--- src/rtl/dendritic_drain_pkg.sv ---
// dendritic_drain_pkg: fixed-point widths shared with the spike router
// and the drain sweep state encoding.
package dendritic_drain_pkg;

    localparam int INTEGER_WIDTH   = 16;
    localparam int DATA_WIDTH_FRAC = 32;
    localparam int DATA_WIDTH      = INTEGER_WIDTH + DATA_WIDTH_FRAC;
    localparam int NEURON_WIDTH    = 11;

    typedef enum logic [3:0] {
        ST_IDLE    = 4'd0,
        ST_READ    = 4'd1,
        ST_CAPTURE = 4'd2,
        ST_PRESENT = 4'd3,
        ST_CLEAR   = 4'd4,
        ST_RESULT  = 4'd5,
        ST_ENQ     = 4'd6,
        ST_NEXT    = 4'd7,
        ST_DONE    = 4'd8
    } drain_state_t;

endpackage

--- src/rtl/dendritic_drain_if.sv ---
// dendritic_drain_if: sum/result handshake between the drain sweep
// (master) and the neuron update unit (slave).
interface dendritic_drain_if #(
    parameter int DATA_WIDTH   = 48,
    parameter int NEURON_WIDTH = 11
);

    logic                           SumValid;
    logic                           SumReady;
    logic signed [DATA_WIDTH-1:0]   ExSumOut;
    logic signed [DATA_WIDTH-1:0]   InSumOut;
    logic        [NEURON_WIDTH-1:0] NeuronIndex;
    logic                           ResultValid;
    logic                           Spiked;

    modport master (
        output SumValid, ExSumOut, InSumOut, NeuronIndex,
        input  SumReady, ResultValid, Spiked
    );

    modport slave (
        input  SumValid, ExSumOut, InSumOut, NeuronIndex,
        output SumReady, ResultValid, Spiked
    );

endinterface

--- src/rtl/dendritic_drain.sv ---
// dendritic_drain: sweeps dendritic RAM, hands Ex/In sums to the neuron
// unit, zeroes each entry and pushes spiking neuron IDs to the spike queue.
module dendritic_drain #(
    parameter int INTEGER_WIDTH   = dendritic_drain_pkg::INTEGER_WIDTH,
    parameter int DATA_WIDTH_FRAC = dendritic_drain_pkg::DATA_WIDTH_FRAC,
    parameter int DATA_WIDTH      = INTEGER_WIDTH + DATA_WIDTH_FRAC,
    parameter int NEURON_WIDTH    = dendritic_drain_pkg::NEURON_WIDTH
) (
    input  logic                           Clock,
    input  logic                           Reset,
    input  logic                           UpdateEnable,
    input  logic                           Initialize,
    input  logic        [NEURON_WIDTH-1:0] NeuStart,
    input  logic        [NEURON_WIDTH-1:0] NeuEnd,
    output logic                           EXChipEnable,
    output logic                           INChipEnable,
    output logic                           EXWriteEnable,
    output logic                           INWriteEnable,
    output logic        [NEURON_WIDTH-1:0] EXAddress,
    output logic        [NEURON_WIDTH-1:0] INAddress,
    input  logic signed [DATA_WIDTH-1:0]   ExWeightSum,
    input  logic signed [DATA_WIDTH-1:0]   InWeightSum,
    output logic signed [DATA_WIDTH-1:0]   NewExWeightSum,
    output logic signed [DATA_WIDTH-1:0]   NewInWeightSum,
    output logic                           QueueWriteEnable,
    output logic        [NEURON_WIDTH-1:0] QueueData,
    input  logic                           QueueFull,
    output logic                           UpdateComplete,
    dendritic_drain_if.master              nif
);

    import dendritic_drain_pkg::*;

    drain_state_t            state;
    logic [NEURON_WIDTH-1:0] idx;
    logic [NEURON_WIDTH-1:0] span;
    logic                    res_pend;
    logic                    res_spk;
    logic                    res_hit;
    logic                    res_spike;

    assign span = NeuEnd - NeuStart;

    // A result seen during CLEAR is parked so RESULT can consume it later.
    assign res_hit   = res_pend | nif.ResultValid;
    assign res_spike = res_pend ? res_spk : nif.Spiked;

    assign NewExWeightSum = '0;
    assign NewInWeightSum = '0;

    always_ff @(posedge Clock) begin
        if (Reset || (Initialize && !UpdateEnable)) begin
            state            <= ST_IDLE;
            idx              <= '0;
            res_pend         <= 1'b0;
            res_spk          <= 1'b0;
            EXChipEnable     <= 1'b0;
            INChipEnable     <= 1'b0;
            EXWriteEnable    <= 1'b0;
            INWriteEnable    <= 1'b0;
            EXAddress        <= '0;
            INAddress        <= '0;
            nif.SumValid     <= 1'b0;
            nif.ExSumOut     <= '0;
            nif.InSumOut     <= '0;
            nif.NeuronIndex  <= '0;
            QueueWriteEnable <= 1'b0;
            QueueData        <= '0;
            UpdateComplete   <= 1'b0;
        end else if (!UpdateEnable) begin
            state            <= ST_IDLE;
            idx              <= '0;
            res_pend         <= 1'b0;
            res_spk          <= 1'b0;
            EXChipEnable     <= 1'b0;
            INChipEnable     <= 1'b0;
            EXWriteEnable    <= 1'b0;
            INWriteEnable    <= 1'b0;
            EXAddress        <= '0;
            INAddress        <= '0;
            nif.SumValid     <= 1'b0;
            QueueWriteEnable <= 1'b0;
            UpdateComplete   <= 1'b0;
        end else begin
            unique case (state)
                ST_IDLE: begin
                    EXChipEnable <= 1'b1;
                    INChipEnable <= 1'b1;
                    EXAddress    <= idx;
                    INAddress    <= idx;
                    state        <= ST_READ;
                end
                ST_READ: begin
                    EXChipEnable <= 1'b0;
                    INChipEnable <= 1'b0;
                    state        <= ST_CAPTURE;
                end
                ST_CAPTURE: begin
                    nif.ExSumOut    <= ExWeightSum;
                    nif.InSumOut    <= InWeightSum;
                    nif.NeuronIndex <= idx;
                    nif.SumValid    <= 1'b1;
                    state           <= ST_PRESENT;
                end
                ST_PRESENT: begin
                    if (nif.SumReady) begin
                        nif.SumValid  <= 1'b0;
                        EXChipEnable  <= 1'b1;
                        INChipEnable  <= 1'b1;
                        EXWriteEnable <= 1'b1;
                        INWriteEnable <= 1'b1;
                        state         <= ST_CLEAR;
                    end
                end
                ST_CLEAR: begin
                    EXChipEnable  <= 1'b0;
                    INChipEnable  <= 1'b0;
                    EXWriteEnable <= 1'b0;
                    INWriteEnable <= 1'b0;
                    if (nif.ResultValid) begin
                        res_pend <= 1'b1;
                        res_spk  <= nif.Spiked;
                    end
                    state <= ST_RESULT;
                end
                ST_RESULT: begin
                    if (res_hit) begin
                        res_pend <= 1'b0;
                        state    <= res_spike ? ST_ENQ : ST_NEXT;
                    end
                end
                ST_ENQ: begin
                    if (!QueueFull) begin
                        QueueWriteEnable <= 1'b1;
                        QueueData        <= idx + NeuStart;
                        state            <= ST_NEXT;
                    end
                end
                ST_NEXT: begin
                    QueueWriteEnable <= 1'b0;
                    if (idx < span) begin
                        idx          <= idx + 1'b1;
                        EXChipEnable <= 1'b1;
                        INChipEnable <= 1'b1;
                        EXAddress    <= idx + 1'b1;
                        INAddress    <= idx + 1'b1;
                        state        <= ST_READ;
                    end else begin
                        idx            <= '0;
                        UpdateComplete <= 1'b1;
                        state          <= ST_DONE;
                    end
                end
                ST_DONE: begin
                    UpdateComplete <= 1'b0;
                end
                default: begin
                    state <= ST_IDLE;
                end
            endcase
        end
    end

endmodule

--- src/flat_wrapper.sv ---
// flat-port wrapper written by rule: the top's interface ports become plain ports
module dendritic_drain_flat import dendritic_drain_pkg::*;
#(
    parameter int INTEGER_WIDTH   = dendritic_drain_pkg::INTEGER_WIDTH,
    parameter int DATA_WIDTH_FRAC = dendritic_drain_pkg::DATA_WIDTH_FRAC,
    parameter int DATA_WIDTH      = INTEGER_WIDTH + DATA_WIDTH_FRAC,
    parameter int NEURON_WIDTH    = dendritic_drain_pkg::NEURON_WIDTH
)
  (Clock, Reset, UpdateEnable, Initialize, NeuStart, NeuEnd, EXChipEnable, INChipEnable, EXWriteEnable, INWriteEnable, EXAddress, INAddress, ExWeightSum, InWeightSum, NewExWeightSum, NewInWeightSum, QueueWriteEnable, QueueData, QueueFull, UpdateComplete, nif_SumValid, nif_ExSumOut, nif_InSumOut, nif_NeuronIndex, nif_SumReady, nif_ResultValid, nif_Spiked);
  dendritic_drain_if #(.DATA_WIDTH(DATA_WIDTH), .NEURON_WIDTH(NEURON_WIDTH)) nif_i ();
  input  logic Clock;
  input  logic Reset;
  input  logic UpdateEnable;
  input  logic Initialize;
  input  logic        [NEURON_WIDTH-1:0] NeuStart;
  input  logic        [NEURON_WIDTH-1:0] NeuEnd;
  output logic EXChipEnable;
  output logic INChipEnable;
  output logic EXWriteEnable;
  output logic INWriteEnable;
  output logic        [NEURON_WIDTH-1:0] EXAddress;
  output logic        [NEURON_WIDTH-1:0] INAddress;
  input  logic signed [DATA_WIDTH-1:0] ExWeightSum;
  input  logic signed [DATA_WIDTH-1:0] InWeightSum;
  output logic signed [DATA_WIDTH-1:0] NewExWeightSum;
  output logic signed [DATA_WIDTH-1:0] NewInWeightSum;
  output logic QueueWriteEnable;
  output logic        [NEURON_WIDTH-1:0] QueueData;
  input  logic QueueFull;
  output logic UpdateComplete;
  output wire logic [$bits(nif_i.SumValid)-1:0] nif_SumValid;
  output wire logic [$bits(nif_i.ExSumOut)-1:0] nif_ExSumOut;
  output wire logic [$bits(nif_i.InSumOut)-1:0] nif_InSumOut;
  output wire logic [$bits(nif_i.NeuronIndex)-1:0] nif_NeuronIndex;
  input wire logic [$bits(nif_i.SumReady)-1:0] nif_SumReady;
  input wire logic [$bits(nif_i.ResultValid)-1:0] nif_ResultValid;
  input wire logic [$bits(nif_i.Spiked)-1:0] nif_Spiked;
  assign nif_SumValid = nif_i.SumValid;
  assign nif_ExSumOut = nif_i.ExSumOut;
  assign nif_InSumOut = nif_i.InSumOut;
  assign nif_NeuronIndex = nif_i.NeuronIndex;
  assign nif_i.SumReady = nif_SumReady;
  assign nif_i.ResultValid = nif_ResultValid;
  assign nif_i.Spiked = nif_Spiked;
  dendritic_drain #(.INTEGER_WIDTH(INTEGER_WIDTH), .DATA_WIDTH_FRAC(DATA_WIDTH_FRAC), .DATA_WIDTH(DATA_WIDTH), .NEURON_WIDTH(NEURON_WIDTH)) u_core (.Clock(Clock), .Reset(Reset), .UpdateEnable(UpdateEnable), .Initialize(Initialize), .NeuStart(NeuStart), .NeuEnd(NeuEnd), .EXChipEnable(EXChipEnable), .INChipEnable(INChipEnable), .EXWriteEnable(EXWriteEnable), .INWriteEnable(INWriteEnable), .EXAddress(EXAddress), .INAddress(INAddress), .ExWeightSum(ExWeightSum), .InWeightSum(InWeightSum), .NewExWeightSum(NewExWeightSum), .NewInWeightSum(NewInWeightSum), .QueueWriteEnable(QueueWriteEnable), .QueueData(QueueData), .QueueFull(QueueFull), .UpdateComplete(UpdateComplete), .nif(nif_i));
endmodule
--- config.mk ---
export PLATFORM = sky130hd
export DESIGN_NAME = dendritic_drain_flat
export DESIGN_NICKNAME = d
export VERILOG_FILES = /design/src/rtl/dendritic_drain_pkg.sv /design/src/rtl/dendritic_drain_if.sv /design/src/rtl/dendritic_drain.sv /design/src/flat_wrapper.sv
export SDC_FILE = /design/constraint.sdc
export NUM_CORES = 1
export LEC_CHECK = 0
export ABC_AREA = 0
export BUFFER_PORTS_ARGS = -buffer_cell sky130_fd_sc_hd__buf_2
export CAP_MARGIN = 20
export CORE_AREA = 2 2 142 144
export DETAILED_ROUTE_END_ITERATION = 8
export DIE_AREA = 0 0 144 146
export GPL_TIMING_DRIVEN = 0
export PLACE_DENSITY = 0.8
export RECOVER_POWER = 50
export SYNTH_ARGS = -nofsm -noshare
export SYNTH_HDL_FRONTEND = slang
export SYNTH_SLANG_ARGS = --single-unit
export TNS_END_PERCENT = 50
--- constraint.sdc ---
create_clock -name Clock -period 6.2 [get_ports Clock]
set_input_delay 0.31 -clock Clock [delete_from_list [all_inputs] [get_ports Clock]]
set_output_delay 0.31 -clock Clock [all_outputs]
set_load 0.005 [all_outputs]
==> results of run 1 <==
[metal layers]
metal | vias to the layer above | track usage [%] | wire length (µm)
li1 | 3753 | - | -
met1 | 3417 | 23.5 | 8960
met2 | 289 | 39.0 | 12100
met3 | 62 | 5.53 | 1590
met4 | 0 | 10.0 | 947
met5 | - | 0 | 0
[per-stage QoR]
stage	power [µW]	setup slack, ns	instances	cell area [µm²]	util, %
after floorplan	1170	2.91	1044	8050	-
after global placement	1250	2.38	1581	9750	50.4
after detailed placement	1250	2.30	1581	9750	50.4
after CTS	2330	2.73	1613	10400	53.6
after global routing	2410	2.39	1615	10200	52.9
final	2310	2.74	1616	10200	52.9
[worst max-delay path, stage by stage]
cell	delay, ns
buf_2	0.11
inv_1	0.05
ha_1	0.15
inv_1	0.06
fa_1	0.39
a21oi_1	0.14
nor2b_1	0.08
o31a_1	0.26
nor4_1	0.26
nor2_1	0.13
a211oi_1	0.31
ha_1	0.32
or3_1	0.14
o41ai_1	0.10
nor3_1	0.48
buf_2	0.30
nand3_1	0.11
o31ai_2	0.08
[layout make-up]
| type | count | area share [%] |
|---|---|---|
| Tap cell | 265 | 3.24 |
| Clock inverter | 12 | 1.64 |
| Timing Repair Buffer | 272 | 12.1 |
| Sequential cell | 151 | 29.5 |
| Clock buffer | 20 | 4.36 |
| Buffer | 161 | 10.4 |
| Inverter | 22 | 0.807 |
| Antenna cell | 3 | 0.0733 |
| Multi-Input combinational cell | 710 | 37.9 |
[how the worst max path moves through the flow]
| stage | from | endpoint | cells after the start |
|---|---|---|---|
| after detailed placement | NeuEnd[0] | u_core.EXAddress[5] | 18 |
| after global placement | NeuEnd[0] | u_core.EXAddress[4] | 18 |
| final | NeuEnd[0] | u_core.EXAddress[9] | 18 |
| after CTS | NeuEnd[0] | u_core.EXAddress[9] | 18 |
| after floorplan | NeuEnd[0] | u_core.idx[2] | 17 |
| after global routing | NeuEnd[0] | u_core.EXAddress[5] | 18 |
[placed cells by master (no fill, tap or decap), types with 4 or more instances in the layout]
cell / count
buf_2: 184
xnor2_1: 18
mux2i_1: 9
o21a_1: 7
nor2_1: 28
o21ai_0: 4
o31ai_2: 15
nor2b_1: 5
a21oi_1: 133
xor2_1: 12
nand2b_1: 5
inv_1: 22
a211oi_1: 6
and3_1: 4
nor3_1: 13
conb_1: 96
o21ai_1: 4
clkbuf_16: 17
nand3_1: 27
buf_1: 4
clkbuf_1: 130
buf_4: 102
ha_1: 31
clkbuf_4: 13
nand2_1: 238
dfxtp_1: 151
[registers in the layout, summed over array words and instances (netlist names), 4 cells and up]
register / flops
u_core.nif.ExSumOut: 48
u_core.EXAddress: 11
u_core.state: 4
u_core.QueueData: 11
u_core.idx: 11
u_core.nif.InSumOut: 48
u_core.nif.NeuronIndex: 11
[cell families (layout without fill, tap and decap cells)]
kind of cell    after synthesis  count (layout)
simple gates                346             346
other cells                   1              99
xor+xnor                     30              30
buf+inv                     183             487
compound gates              196             196
flops                       151             151
mux                           9               9
fa+ha+maj                    33              33
[report_power, final]
group          switching [µW]  total, µW  leakage, µW  internal, µW
Combinational             132        253      0.00300           120
Clock                     426       1080     0.000290           652
Sequential               4.05        980      0.00122           976
==> run_results.csv, run 1 <==
group,metric,value,unit
outcome,status,"finished clean",
clock_network,root_buffer,"clkbuf_16",
worst_setup_path,cp-start-kind,"input port",
logic_synthesis,synth_cells,949,
floorplanning,placementRows,51,
logic_synthesis,synth_edf_count,0,
logic_synthesis,synth_compound_area_share,15.8,%
cells_and_area,final_layout_size_suffix_gt1_share,26.4,%
floorplanning,die_area,21000,µm²
place,io_buffers,272,
logic_synthesis,ys.flop_type,"dfxtp_1",
floorplanning,io_pins,369,
cells_and_area,nFillCells,1902,
timing,fin_worst_skew,0.00745,ns
worst_hold_path,holdPathEnd,"u_core.nif.InSumOut[46]",
clock_network,cts_tree,"done",
worst_setup_path,arrival,3.79,ns
clock_network,postCtsHoldBufs,0,
route,detail-route-antenna-nets,0,
route,vias_per_cell,4.65,
route,finalWirelength,23500,µm
worst_hold_path,min-delay-start,"InWeightSum[46]",
global_route,antenna_found_initial,2,
power_and_ir_drop,peakVddDrop,0.168,mV
global_route,gr-total-overflow,0,
logic_synthesis,yosys_register_bits,151,
worst_setup_path,r2r_setup_slack,3.68,ns
logic_synthesis,synthXorXnorAreaFrac,3.41,%
timing,worstMarginPinSlew,0.742,ns
logic_synthesis,async_flop_share,0,%
route,firstDrtPassIters,5,
floorplanning,die_x,144,µm
global_route,grt_pass1_vias,6945,
logic_synthesis,yosys.cell_count.top_type,"nand2_1",
clock_network,cts_made_buffers,17,
cells_and_area,finalNetCount,1494,
logic_synthesis,synth_top_area_share,39.3,%
global_route,grt_max_degree,17,
timing,rsz0062_at_grt,"no",
clock_network,clk_pin_slew,0.07,ns
logic_synthesis,synth_common_cells,"nand2_1, dfxtp_1, a21oi_1, buf_4, ha_1",
worst_setup_path,r2r_end,"u_core.idx[10]",
timing,setup_viol,0,
clock_network,clock_latency,0.41,ns
logic_synthesis,syn-cell-area,7700,µm²
logic_synthesis,synth_cell_types,62,
worst_setup_path,critPathCaptureType,"register",
logic_synthesis,synth.yosys.seq_area_share,39.3,%
worst_setup_path,cp_max_fo,10,
logic_synthesis,synth_fa_ha_area_share,5.56,%
route,post_drt_wl_per_cell,14.6,µm
timing,hold_slack,0.128,ns
logic_synthesis,yosys_warnings,0,
clock_network,cts_max_level,4,
power_and_ir_drop,leakage,0.00451,µW
route,routed-via-count,7521,
logic_synthesis,yosys-top-cells-area,"dfxtp_1, nand2_1, buf_4",
flow_run,maxCapViolCount,0,
worst_setup_path,crit_required,6.53,ns
logic_synthesis,synth_top_family_by_area,"simple AND/OR/NAND/NOR gates",
clock_network,post-cts-setup-buffers,0,
clock_network,clock_path_buffers,2,
logic_synthesis,yosys-mux-area-fraction,1.17,%
logic_synthesis,synth_area_per_cell,8.11,µm²
timing,finalSetupTns,0,ns
logic_synthesis,yosys.area_share.simple,19.8,%
worst_setup_path,path_class,"input port to register",
floorplanning,design.core.area,19300,µm²
global_route,grt_pass1_wl,35800,µm
worst_hold_path,min_path_cells,3,
timing,max_slew_margin,50.3,%
clock_network,cts_resized,0,
timing,report.final.slew_viol_count,0,
global_route,track_usage,21.7,%
power_and_ir_drop,powerDensity,226,nW/µm²
worst_setup_path,r2r-start,"u_core.idx[6]",
floorplanning,start_util,39.8,%
timing,final_hold_viol_count,0,
clock_network,clock_sinks,151,
timing,fin_crit,3.46,ns
floorplanning,die_h,146,µm
logic_synthesis,yosysTopAreaCell,"dfxtp_1",
timing,min_period_over_period,55.8,%
route,drc,0,
place,hpwlAfterDp,19000,µm
worst_setup_path,ff2ff_path_depth,7,
cells_and_area,multiInputGateArea,3880,µm²
timing,fmax,0.289,GHz
route,drt_iter0_markers,256,
place,gp_congestion,0.860,
cells_and_area,final-seq-area,3020,µm²
worst_hold_path,min_path_type,"input port to register",
cells_and_area,area_delta_synth_final,33.0,%
No activity file was read; power rests on OpenSTA's default activity.
==> run 2: changes to the inputs <==
- ABC_AREA: 0 -> 1
- CORE_AREA: 2 2 142 144 -> 2 2 144 146
- DIE_AREA: 0 0 144 146 -> 0 0 146 148
- clock period: 6.2 -> 3.2 ns (I/O delays scaled with it)
==> run 2 against run 1 <==
Effect of this change: sequential share of layout area down 1.9 points; synthesized cell count increased by 15%; clock skew increased by 0.0025 ns; first-iteration DRC count up 94%; worst setup slack worse by 2.5 ns; sequential power up 94%; worst hold slack worse by 0.11 ns; final area up 6.7%; critical path type unchanged; critical endpoint is now u_core.EXAddress[8]; largest power group unchanged.
==> run_results.csv, run 2 <==
group,metric,value,unit
route,drt_iter0_markers,496,
route,drc,0,
logic_synthesis,yosysTopAreaCell,"dfxtp_1",
timing,max_slew_margin,51.0,%
worst_setup_path,crit_required,3.55,ns
worst_setup_path,cp.depth,20,
floorplanning,start_util,39.9,%
clock_network,cts_tree,"done",
timing,fin_crit,2.93,ns
power_and_ir_drop,powerDensity,407,nW/µm²
logic_synthesis,syn-cell-area,7990,µm²
cells_and_area,diodes,0,
cells_and_area,final_layout_size_suffix_gt1_share,23.3,%
worst_setup_path,path_class,"input port to register",
worst_setup_path,cp_num_buf_inv,4,
power_and_ir_drop,switching_power,1200,µW
logic_synthesis,synth_cells,1089,
global_route,gr-total-overflow,0,
worst_setup_path,r2r_setup_slack,1.08,ns
timing,fmax,0.342,GHz
worst_setup_path,r2r_end,"u_core.QueueData[6]",
timing,finalSetupTns,0,ns
global_route,antenna_found_initial,0,
floorplanning,design.core.area,20000,µm²
logic_synthesis,yosys.cell_count.top_type,"nand2_1",
logic_synthesis,synth_area_per_cell,7.34,µm²
power_and_ir_drop,peakVddDrop,0.333,mV
logic_synthesis,yosys-top-cells-area,"dfxtp_1, nand2_1, buf_4",
route,detail-route-antenna-nets,0,
power_and_ir_drop,leakage,0.00512,µW
worst_setup_path,r2r-start,"u_core.idx[0]",
clock_network,root_buffer,"clkbuf_16",
cells_and_area,final_common_cell,"nand2_1",
worst_setup_path,ff2ff_path_depth,10,
route,routed-via-count,8526,
global_route,grt_pass1_wl,40500,µm
timing,setup_viol,0,
logic_synthesis,synth.yosys.seq_area_share,37.8,%
cells_and_area,final_cells,1799,
clock_network,clock_path_buffers,2,
timing,rsz0062_at_grt,"no",
timing,final_hold_viol_count,0,
clock_network,clock_latency,0.42,ns
cells_and_area,top_regs,"u_core.nif.ExSumOut (48), u_core.nif.InSumOut (48)",
logic_synthesis,synth_top_area_share,37.8,%
worst_hold_path,min_path_type,"input port to register",
cells_and_area,nFillCells,1923,
route,firstDrtPassIters,7,
power_and_ir_drop,p_total,4450,µW
timing,report.final.slew_viol_count,0,
timing,hold_slack,0.0159,ns
global_route,track_usage,23.5,%
place,pre_cts_ws,-0.274,ns
logic_synthesis,ys.flop_type,"dfxtp_1",
floorplanning,io_pins,369,
power_and_ir_drop,p_int,3250,µW
worst_setup_path,path_common_cell,"nand2_1",
floorplanning,placementRows,52,
logic_synthesis,yosys_warnings,0,
floorplanning,die_x,146,µm
logic_synthesis,synth_common_cells,"nand2_1, dfxtp_1, a21oi_1, nand3_1, buf_4",
floorplanning,die_h,148,µm
worst_setup_path,crit_path_max_incr_delay,0.43,ns
place,hpwlAfterDp,20200,µm
clock_network,cts_max_level,4,
worst_setup_path,setup.worst_path.start,"NeuEnd[0]",
worst_setup_path,cp_slowest_cell,"fa_1",
logic_synthesis,synth_edf_count,0,
timing,setup_slack,0.274,ns
clock_network,clk_pin_slew,0.07,ns
cells_and_area,layout_common_cells,"nand2_1, buf_2, dfxtp_1",
clock_network,clock_sinks,151,
timing,min_period_over_period,91.5,%
route,finalWirelength,26900,µm
power_and_ir_drop,swShare,26.9,%
timing,worstMarginPinSlew,0.736,ns
power_and_ir_drop,p_clk_share,44.9,%
logic_synthesis,yosys_register_bits,151,
route,vias_per_cell,4.74,
power_and_ir_drop,p_seq_share,42.6,%
cells_and_area,finalNetCount,1675,
logic_synthesis,async_flop_share,0,%
floorplanning,die_area,21600,µm²
place,dp.cells,1726,
power_and_ir_drop,p_comb_share,12.5,%
route,post_drt_wl_per_cell,15.0,µm
logic_synthesis,synth_cell_types,37,
place,io_buffers,272,
flow_run,maxCapViolCount,0,
worst_setup_path,cp-start-kind,"input port",
place,gp_congestion,0.914,
clock_network,cts_made_buffers,17,
global_route,grt_pass1_vias,7705,
worst_setup_path,cp_max_fo,10,
outcome,status,"finished clean",
worst_setup_path,path_cells,"buf_2 > inv_1 > ha_1 > inv_1 > fa_1 > nand3_1 > nand2_1 > a21boi_0 > nor2_1 > nor2_1 > xor2_1 > ha_1 > nand2_1 > nand2_1 > a21oi_2 > nand4_4 > nand2_4 > buf_8 > nand2_1 > a21oi_2",
global_route,grt_max_degree,17,
worst_setup_path,arrival,3.28,ns
worst_setup_path,critPathTopFamily,"simple AND/OR/NAND/NOR gates",
timing,fin_worst_skew,0.00992,ns
worst_setup_path,crit_end,"u_core.EXAddress[8]",
cells_and_area,area_delta_synth_final,36.7,%
worst_setup_path,critPathCaptureType,"register",
[run 2: power groups by stage]
stage	clock network (µW)	registers (µW)	logic, µW
finish	2000	1900	555
global placement	0	1940	498
detailed placement	0	1940	501
global route	2120	1900	611
CTS	2040	1900	541
floorplan	0	1940	331
[run 2: worst min-delay path by stage]
stage                    start                 endpoint  cells past startpoint
6_report       ExWeightSum[44]  u_core.nif.ExSumOut[44]                      3
5_1_grt        InWeightSum[15]  u_core.nif.InSumOut[15]                      3
4_1_cts         InWeightSum[8]   u_core.nif.InSumOut[8]                      3
3_5_place_dp   ExWeightSum[36]  u_core.nif.ExSumOut[36]                      3
3_3_place_gp   InWeightSum[37]  u_core.nif.InSumOut[37]                      3
2_1_floorplan  ExWeightSum[23]  u_core.nif.ExSumOut[23]                      2
[run 2: cells by family (layout without fill, tap and decap cells)]
| family | count (synthesis) | after routing | share of synthesized area [%] |
|---|---|---|---|
| AOI/OAI and AO/OA | 187 | 187 | 12.3 |
| xor gates and xnor gates | 20 | 20 | 2.19 |
| adders and majority gates | 33 | 33 | 5.35 |
| buffers and inverters | 248 | 593 | 17.6 |
| DFF | 151 | 151 | 37.8 |
| other | 1 | 96 | 0.0469 |
| and+or+nand+nor | 449 | 449 | 24.7 |
[run 2: layout make-up]
type / count / area, µm² / area share (%)
multi-input combinational: 785 / 3920 / 35.9
sequential: 151 / 3020 / 27.7
timing repair buffer: 313 / 1650 / 15.1
buffer: 163 / 1090 / 9.97
clock buffer: 17 / 425 / 3.89
tap: 270 / 338 / 3.09
inverter: 85 / 319 / 2.92
clock inverter: 15 / 161 / 1.48
[run 2: repair_timing]
item                                    CTS  global route
hold buffers                             38             3
endpoints found under the setup margin    0             6
setup buffers                             0             0
resized for setup                         0             2
hold endpoints to repair                 38             3
[run 2: per-stage QoR]
stage	cell area, µm²	util (%)
after floorplan	8350	-
after global placement	10000	50.1
after detailed placement	10000	50.1
after CTS	11000	55.0
after global routing	10900	54.5
final	10900	54.5
[run 2: metal layers]
metal | global-route usage, % | up-vias | wire length, µm
met5 | 0 | - | 0
met4 | 7.96 | 0 | 528
met3 | 4.69 | 52 | 1890
met2 | 40.5 | 394 | 13300
met1 | 29.6 | 3869 | 11200
li1 | - | 4211 | -
[run 2: worst min-delay path, cell delays in order]
cell and delay, ns:
buf_2 0.10, nand3_1 0.07, a21oi_1 0.06
